--- src/rtl/conv_frame_encoder.sv ---
// conv_frame_encoder
// Convolutional encoder that turns one DATA_FRAME_LENGTH-bit message into a
// stream of packed 16-bit frames. The message is fed MSB first, followed by
// K-1 zero tail bits. Each step emits rate symbols, g0 first.
//
// Ports
//   clk, rst (async, active-low), en (global enable; low freezes everything)
//   i_code_rate   : 0 = rate 1/2, 1 = rate 1/3
//   i_constr_len  : 00/01/10/11 = K 3/5/7/9
//   i_gen_poly    : {g2, g1, g0}, g0 in the low MAX_CONSTRAINT_LENGTH bits;
//                   bit j taps the input delayed j steps (bit 0 = current)
//   i_msg, i_msg_valid / o_msg_ready    : message handshake (IDLE only)
//   o_frame, o_frame_valid / i_frame_ready, o_frame_last : frame handshake
//   o_busy        : FSM is not in IDLE
module conv_frame_encoder #(
  parameter int MAX_CONSTRAINT_LENGTH = 9,
  parameter int MAX_CODE_RATE         = 3,
  parameter int DATA_FRAME_LENGTH     = 16
) (
  input  logic                                            clk,
  input  logic                                            rst,
  input  logic                                            en,
  input  logic                                            i_code_rate,
  input  logic [1:0]                                      i_constr_len,
  input  logic [MAX_CODE_RATE*MAX_CONSTRAINT_LENGTH-1:0]  i_gen_poly,
  input  logic [DATA_FRAME_LENGTH-1:0]                    i_msg,
  input  logic                                            i_msg_valid,
  output logic                                            o_msg_ready,
  output logic [15:0]                                     o_frame,
  output logic                                            o_frame_valid,
  input  logic                                            i_frame_ready,
  output logic                                            o_frame_last,
  output logic                                            o_busy
);

  localparam int MK  = MAX_CONSTRAINT_LENGTH;
  localparam int DFL = DATA_FRAME_LENGTH;
  localparam int PW  = MAX_CODE_RATE * MK;
  localparam int SW  = $clog2(DFL + MK);

  typedef enum logic [1:0] {
    IDLE      = 2'd0,
    ENC       = 2'd1,
    FLUSH     = 2'd2,
    WAIT_LAST = 2'd3
  } state_e;

  state_e          state_q, state_d;
  logic [DFL-1:0]  msg_q, msg_d;       // shifts left; MSB is the current input bit
  logic            rate_q, rate_d;
  logic [1:0]      klen_q, klen_d;
  logic [PW-1:0]   poly_q, poly_d;
  logic [MK-2:0]   sr_q, sr_d;         // sr_q[j-1] = input delayed j steps
  logic [SW-1:0]   step_q, step_d;
  logic [15:0]     pack_q, pack_d;
  logic [3:0]      cnt_q, cnt_d;
  logic [15:0]     frame_q, frame_d;
  logic            fvalid_q, fvalid_d;
  logic            flast_q, flast_d;
  logic            rdy_q, rdy_d;

  logic [SW-1:0]   k_val_s;
  logic [SW-1:0]   n_steps_s;
  logic [MK-1:0]   mask_s;
  logic [MK-1:0]   window_s;
  logic [2:0]      sym_s;
  logic [3:0]      cap_s;
  logic            full_s;
  logic            out_free_s;
  logic            steps_done_s;
  logic            xfer_s;
  logic            step_s;
  logic [15:0]     base_pack_s;
  logic [3:0]      base_cnt_s;
  logic [4:0]      sh_s;
  logic [15:0]     placed_s;

  // Encoder datapath: window, symbols, pack bookkeeping and handshake qualifiers
  always_comb begin
    k_val_s   = SW'(3'd3) + SW'({klen_q, 1'b0});
    n_steps_s = SW'(DFL) + k_val_s - SW'(1'b1);
    mask_s    = '0;
    for (int j = 0; j < MK; j++) begin
      mask_s[j] = (SW'(j) < k_val_s);
    end
    window_s = {sr_q, msg_q[DFL-1]} & mask_s;
    sym_s    = '0;
    for (int i = 0; i < 3; i++) begin
      sym_s[i] = ^(window_s & poly_q[i*MK +: MK]);
    end
    cap_s        = rate_q ? 4'd5 : 4'd8;
    full_s       = (cnt_q == cap_s);
    out_free_s   = !fvalid_q || i_frame_ready;
    steps_done_s = (step_q == n_steps_s);
    // A full pack moves out when the output register is free; a new symbol may
    // land in the freshly cleared pack on the same edge.
    xfer_s       = full_s && out_free_s;
    step_s       = !steps_done_s && (!full_s || out_free_s);
    base_pack_s  = xfer_s ? 16'h0000 : pack_q;
    base_cnt_s   = xfer_s ? 4'd0 : cnt_q;
    sh_s         = rate_q ? (5'd13 - (5'({1'b0, base_cnt_s}) * 5'd3))
                          : (5'd14 - {base_cnt_s, 1'b0});
    placed_s     = rate_q ? (16'({sym_s[0], sym_s[1], sym_s[2]}) << sh_s)
                          : (16'({sym_s[0], sym_s[1]}) << sh_s);
  end

  // Next-state and register-update logic for the control FSM
  always_comb begin
    state_d  = state_q;
    msg_d    = msg_q;
    rate_d   = rate_q;
    klen_d   = klen_q;
    poly_d   = poly_q;
    sr_d     = sr_q;
    step_d   = step_q;
    pack_d   = pack_q;
    cnt_d    = cnt_q;
    frame_d  = frame_q;
    fvalid_d = fvalid_q;
    flast_d  = flast_q;
    rdy_d    = rdy_q;
    if (en) begin
      if (fvalid_q && i_frame_ready) begin
        fvalid_d = 1'b0;
      end else begin
        fvalid_d = fvalid_q;
      end
      case (state_q)
        IDLE: begin
          if (i_msg_valid && rdy_q) begin
            msg_d   = i_msg;
            rate_d  = i_code_rate;
            klen_d  = i_constr_len;
            poly_d  = i_gen_poly;
            sr_d    = '0;
            step_d  = '0;
            pack_d  = 16'h0000;
            cnt_d   = 4'd0;
            state_d = ENC;
          end else begin
            state_d = IDLE;
          end
        end
        ENC: begin
          if (xfer_s) begin
            frame_d  = pack_q;
            fvalid_d = 1'b1;
            flast_d  = steps_done_s;
          end else begin
            frame_d  = frame_q;
          end
          if (step_s) begin
            pack_d = base_pack_s | placed_s;
            cnt_d  = base_cnt_s + 4'd1;
            sr_d   = {sr_q[MK-3:0], msg_q[DFL-1]};
            msg_d  = {msg_q[DFL-2:0], 1'b0};
            step_d = step_q + SW'(1'b1);
          end else begin
            pack_d = base_pack_s;
            cnt_d  = base_cnt_s;
          end
          // An exactly-full final pack leaves from ENC tagged last; a partial
          // one is handed to FLUSH.
          if (xfer_s && steps_done_s) begin
            state_d = WAIT_LAST;
          end else if (step_s && ((step_q + SW'(1'b1)) == n_steps_s) &&
                       ((base_cnt_s + 4'd1) != cap_s)) begin
            state_d = FLUSH;
          end else begin
            state_d = ENC;
          end
        end
        FLUSH: begin
          if (out_free_s) begin
            frame_d  = pack_q;
            fvalid_d = 1'b1;
            flast_d  = 1'b1;
            pack_d   = 16'h0000;
            cnt_d    = 4'd0;
            state_d  = WAIT_LAST;
          end else begin
            state_d  = FLUSH;
          end
        end
        WAIT_LAST: begin
          if (fvalid_q && i_frame_ready) begin
            state_d = IDLE;
          end else begin
            state_d = WAIT_LAST;
          end
        end
        default: begin
          state_d = IDLE;
        end
      endcase
      rdy_d = (state_d == IDLE);
    end else begin
      rdy_d = rdy_q;
    end
  end

  // State and datapath registers with asynchronous active-low reset
  always_ff @(posedge clk or negedge rst) begin
    if (!rst) begin
      state_q  <= IDLE;
      msg_q    <= '0;
      rate_q   <= 1'b0;
      klen_q   <= 2'b00;
      poly_q   <= '0;
      sr_q     <= '0;
      step_q   <= '0;
      pack_q   <= 16'h0000;
      cnt_q    <= 4'd0;
      frame_q  <= 16'h0000;
      fvalid_q <= 1'b0;
      flast_q  <= 1'b0;
      rdy_q    <= 1'b0;
    end else begin
      state_q  <= state_d;
      msg_q    <= msg_d;
      rate_q   <= rate_d;
      klen_q   <= klen_d;
      poly_q   <= poly_d;
      sr_q     <= sr_d;
      step_q   <= step_d;
      pack_q   <= pack_d;
      cnt_q    <= cnt_d;
      frame_q  <= frame_d;
      fvalid_q <= fvalid_d;
      flast_q  <= flast_d;
      rdy_q    <= rdy_d;
    end
  end

  assign o_msg_ready   = rdy_q && en;
  assign o_frame       = frame_q;
  assign o_frame_valid = fvalid_q;
  assign o_frame_last  = flast_q;
  assign o_busy        = (state_q != IDLE);

endmodule

--- config.mk ---
export PLATFORM = sky130hd
export DESIGN_NAME = conv_frame_encoder
export DESIGN_NICKNAME = d
export VERILOG_FILES = /design/src/rtl/conv_frame_encoder.sv
export SDC_FILE = /design/constraint.sdc
export NUM_CORES = 1
export LEC_CHECK = 0
export CAP_MARGIN = 15
export CORE_MARGIN = 4
export CORE_UTILIZATION = 40
export DETAILED_ROUTE_END_ITERATION = 12
export PLACE_DENSITY = 0.7
export SLEW_MARGIN = 20
export SYNTH_ARGS = -nofsm -noshare
export SYNTH_HDL_FRONTEND = slang
export SYNTH_SLANG_ARGS = --single-unit
--- constraint.sdc ---
create_clock -name clk -period 5.5 [get_ports clk]
set_input_delay 0.825 -clock clk [delete_from_list [all_inputs] [get_ports clk]]
set_output_delay 0.825 -clock clk [all_outputs]
set_load 0.01 [all_outputs]
==> impl_metrics.tcl, run 1 <==
set metrics [dict create \
    synth-xor-area-share_pct 6.972 \
    finClkSkew_ns 0.005265 \
    pwr-share-clk_pct 20.9 \
    drive_gt1_share_pct 14.03 \
    synth_top_family_by_area "simple AND/OR/NAND/NOR gates" \
    synth_top_area_share_pct 45.57 \
    yosys.area_share.simple_pct 15.01 \
    worstPathRequired_ns 5.76 \
    synth_top_area_cell "dfrtp_1" \
    synth_flop_cell "dfrtp_1" \
    first_pass_iters 4 \
    antenna_left 0 \
    peakVddDrop_mv 0.2262 \
    grt_pass1_vias 4203 \
    grt_max_degree 53 \
    p_sw_mw 1.095 \
    syn_area_per_cell_um2 10.13 \
    via_per_inst 5.251 \
    slowest_delay_ns 0.67 \
    swShare_pct 37.36 \
    fp.dieArea_um2 15670 \
    nets 665 \
    mappedNetlistArea_um2 5492 \
    synth_most_common_cell "nand2_1" \
    worst_pin_slew_ns 0.9138 \
    worstPathMaxFanout 8 \
    rsz0062_at_grt "no" \
    p_comb_share_pct 39.9 \
    yosysSeqAreaShare_pct 45.57 \
    drc 0 \
    synth_cells 542 \
    setup_viol 0 \
    clockBufferDepth 2 \
    synth_compound_area_share_pct 12.92 \
    cts_buffers 9 \
    port_buffers 70 \
    max_cap_violations 0 \
    fp.dieW_um 125.2 \
    synth_edf_count 0 \
    vias 4106 \
    wl_per_cell_um 14.72 \
    cts_max_level 3 \
    fillers 1240 \
    first_iter_violations 192 \
    yosys_register_bits 100 \
    synthTopCellsByArea "dfrtp_1 (46%), mux2_2 (8.6%), nand2_1 (7.5%)" \
    power.share.sequential_pct 39.3 \
    ys_types 62 \
    place.gp.congestion 0.8964 \
    dp_hpwl_mm 8.421 \
    crit_chain "clkdlybuf4s50_1 -> nor2b_1 -> nor3_2 -> o21ai_0 -> inv_1 -> fa_1 -> mux2_2 -> nor4_1 -> nand2b_1 -> a22oi_1" \
    syn_nets 606 \
    post-place-ws_ns 1.270 \
    yosysWarnings 0 \
    drt-total-wl_mm 11.51 \
    critPathCaptureType "register" \
    fmax_mhz 251.0 \
    fin_ws_ns 1.516 \
    start_util_pct 41.14 \
    p_per_area_nw_per_um2 443.5 \
    p_int_mw 1.836 \
    grt_pass1_wl_mm 20.09 \
    leakage_nw 2.838 \
    insertedDiodeCount 0 \
    gr-total-overflow 0 \
    holdCritPathClass "reg -> reg" \
    finalNonFillerCells 782 \
    cts-root-buf "clkbuf_16" \
    tns_ns 0 \
    drv_slew 0 \
    core_area_um2 13350 \
    synthTopCellsByCount "nand2_1 (110), dfrtp_1 (100), mux2_2 (42)" \
    antenna_found_initial 0 \
    fin_crit_sh_pct 72.44 \
    post_cts_buffers 0 \
    critPathSlowestCell "nor2b_1" \
    core.rowCount 42 \
    hold_violations 0 \
    clkLatencyLatePin_ns 0.34 \
    outcome "finished, final reports clean" \
    cts_tree "built" \
    fin_crit_ns 3.984 \
    syn_to_final_growth_pct 20.37 \
    synthMuxAreaShare_pct 13.53 \
    synthAdderAreaFrac_pct 3.099 \
    async_flop_share_pct 100.0 \
    die_h_um 125.2 \
    ctsHoldBuffers 0 \
    start_kind "primary input" \
    critical_path_class "in -> reg" \
    post_cts_resized 0 \
    slew_headroom_pct 39.08 \
    io_pins 71 \
    track_usage_pct 15.30 \
    dp_cells 766 \
    clk_pin_slew_ns 0.07 \
    crit_arrival_ns 4.24 \
    cts_num_sinks 100 \
]
kinds of logic after synthesis:
group,Yosys count
flops,100
mux,68
xor+xnor,36
simple gates,184
compound gates,104
buf+inv,37
fa+ha+maj,13
flip-flops by register name, indices dropped and copies added (netlist names):
register and cells:
o_frame 16, rate_q 1, o_frame_last 1, poly_q 27
msg_q 16, rdy_q 1, cnt_q 4, pack_q 16
klen_q 2, sr_q 8, step_q 5, o_frame_valid 1
state_q 2
power by group through the flow:
stage                     sequential, mW  clock, mW  combinational (mW)
after floorplan                     1.08          0               0.946
after global placement              1.15          0                1.13
after detailed placement            1.16          0                1.17
after CTS                           1.15      0.630                1.17
after global routing                1.19      0.657                1.30
final                               1.15      0.612                1.17
final cells by class:
class	instances	area (um^2)	area share, %
flip-flops and latches	100	2502	37.86
clock inverters	3	18.77	0.2839
multi-input cells	405	2833	42.85
inverters	12	45.04	0.6814
repair buffers	73	720.7	10.90
well taps	176	220.2	3.331
clock buffers	13	270.3	4.089
path summary, 6_finish.rpt:
kind	slack, ns	cells after the start	end	startpoint
setup / recovery	1.52	10	pack_q[9]	i_frame_ready
min in group asynchronous	0.50	1	o_frame[12]	rst
hold / removal	0.48	1	o_frame[9]	o_frame[9]
setup reg to reg	1.93	11	pack_q[9]	rate_q
max in group asynchronous	3.89	2	pack_q[13]	rst
hold reg to reg	0.48	1	o_frame[9]	o_frame[9]
through the flow:
step                      utilization, %  area, um^2  total power [mW]  hold slack [ns]
after floorplan                        -        5492             2.029           0.4429
after global placement             47.36        6321             2.287           0.4630
after detailed placement           47.36        6321             2.333           0.4740
after CTS                          49.52        6610             2.955           0.4886
after global routing               49.52        6610             3.143           0.5109
final                              49.52        6610             2.931           0.4836
critical path, delay by kind of cell:
family	cells	cell delay [ns]
AND/OR/NAND/NOR	4	1.42
buffers and inverters	2	0.59
AO/OA/AOI/OAI	2	0.54
adder cells (fa/ha/maj)	1	0.51
multiplexers	1	0.35
layer usage:
layer / vias to the layer above / global-route usage [%] / routed length, um
li1: 2007 / - / -
met1: 1993 / 19.39 / 5116
met2: 96 / 26.45 / 5751
met3: 10 / 3.667 / 518
met4: 0 / 3.827 / 125
met5: - / 0 / 0
cells in the final DEF (no fill, tap or decap), types with 17 or more instances in the layout:
master           instances
clkdlybuf4s50_1         69
dfrtp_1                100
mux2_2                  42
mux2i_1                 18
nand2_1                110
nor2_1                  23
o21ai_0                 23
o21ai_1                 19
xor2_1                  17
Note: power is estimated with default switching activity, not from simulation.
==> run 2, diff against run 1 <==
==> constraint.sdc (replaced) <==
create_clock -name clk -period 3.85 [get_ports clk]
set_input_delay 0.5775 -clock clk [delete_from_list [all_inputs] [get_ports clk]]
set_output_delay 0.5775 -clock clk [all_outputs]
set_load 0.01 [all_outputs]
==> impl_metrics.tcl, run 2 (synthesized netlist as in run 1, its figures left out) <==
set metrics [dict create \
    fmax_mhz 293.2 \
    fp.dieArea_um2 15670 \
    fin_area_um2 6676 \
    critical_path_class "reg -> reg" \
    gr-total-overflow 0 \
    core_area_um2 13350 \
    die_h_um 125.2 \
    post_cts_resized 0 \
    drive_gt1_share_pct 15.01 \
    insertedDiodeCount 0 \
    fp.dieW_um 125.2 \
    largest_register_ffs 27 \
    worstPathRequired_ns 4.11 \
    syn_to_final_growth_pct 21.58 \
    setup_viol 0 \
    grt.met3_usage_pct 3.838 \
    drc 0 \
    fin_hold_ws_ns 0.2616 \
    grtUsageMet2_pct 26.35 \
    clkLatencyLatePin_ns 0.35 \
    clockBufferDepth 2 \
    cts_max_level 3 \
    holdCritPathClass "in -> async" \
    finalNonFillerCells 789 \
    regMostFlops "poly_q" \
    drv_slew 0 \
    finClkSkew_ns 0.01241 \
    slew_headroom_pct 45.48 \
    dp_cells 774 \
    worst_pin_slew_ns 0.8152 \
    grt_pass1_wl_mm 20.10 \
    port_buffers 70 \
    post_cts_buffers 0 \
    grt_most_used_layer "met2" \
    antenna_found_initial 0 \
    wl_per_cell_um 14.95 \
    cts_buffers 9 \
    gr-usage-met1_pct 19.32 \
    start_kind "register" \
    max_cap_violations 0 \
    leakage_nw 2.879 \
    cts_tree "built" \
    track_usage_pct 15.52 \
    clk_pin_slew_ns 0.07 \
    power_mw 4.255 \
    fin_crit_sh_pct 88.58 \
    critPathCaptureType "register" \
    start_util_pct 41.14 \
    nets 673 \
    io_pins 71 \
    worstPathMaxFanout 15 \
    vias 4099 \
    cts_num_sinks 100 \
    first_pass_iters 4 \
    tns_ns 0 \
    rsz0062_at_grt "no" \
    cts-root-buf "clkbuf_16" \
    ctsHoldBuffers 0 \
    first_iter_violations 195 \
    placed_cell_area_um2 6381 \
    layout_common_cells "nand2_1 (110), dfrtp_1 (100), clkdlybuf4s50_1 (69)" \
    core.rowCount 42 \
    drt-total-wl_mm 11.80 \
    grt_max_degree 77 \
    p_per_area_nw_per_um2 637.3 \
    peakVddDrop_mv 0.3725 \
    antenna_left 0 \
    crit_arrival_ns 3.68 \
    grt_pass1_vias 4172 \
    ff2ff_setup_slack_ns 0.44 \
    fillers 1242 \
    via_per_inst 5.195 \
    hold_violations 0 \
    final_common_cell "nand2_1" \
    fin_crit_ns 3.410 \
    place.gp.congestion 0.8791 \
    dp_hpwl_mm 8.540 \
    outcome "finished, final reports clean" \
]
==> run 2: routing by layer <==
metal	wire (um)	vias to the layer above
li1	-	2021
met1	5198	1957
met2	5791	105
met3	547	16
met4	261	0
met5	0	-
==> run 2: path summary, 6_finish.rpt <==
kind                          start    endpoint  cells past startpoint
hold / removal                  rst    cnt_q[2]                      1
setup / recovery           cnt_q[2]   pack_q[9]                     11
hold reg to reg            msg_q[0]    msg_q[0]                      2
setup reg to reg           cnt_q[2]   pack_q[9]                     11
max in group asynchronous       rst  poly_q[15]                      2
min in group clk           msg_q[0]    msg_q[0]                      2
==> run 2: layout make-up <==
type                       count  area, um^2  share of cell area, %
multi-input combinational    405        2833                  42.43
sequential                   100        2502                  37.48
timing repair buffer          81       784.5                  11.75
clock buffer                  11       242.7                  3.636
tap                          176       220.2                  3.298
clock inverter                 4       48.80                 0.7309
inverter                      12       45.04                 0.6747
==> run 2: worst max-delay path, cell delays in order, from the launching register on <==
cell and delay (ns):
dfrtp_1 0.57, and3b_1 0.31, a22oi_1 0.28, nor2_1 0.12
nand2_1 0.16, nand2_1 0.07, mux2_2 0.31, fa_1 0.47
mux2_2 0.35, nor4_1 0.41, nand2b_1 0.09, a22oi_1 0.16
==> run 2: power breakdown <==
group / internal [mW] / leakage [nW] / switching (mW)
registers: 1.37 / 1.30 / 0.240
clock network: 0.518 / 0.146 / 0.380
logic: 0.783 / 1.43 / 0.964
==> run 2: metrics by stage <==
stage | worst slack (ns) | utilization, %
3_3_place_gp | 0.4916 | 47.81
3_5_place_dp | 0.4161 | 47.81
4_1_cts | 0.4694 | 49.99
5_1_grt | 0.1318 | 50.02
6_report | 0.4396 | 50.02
2_1_floorplan | 1.012 | -
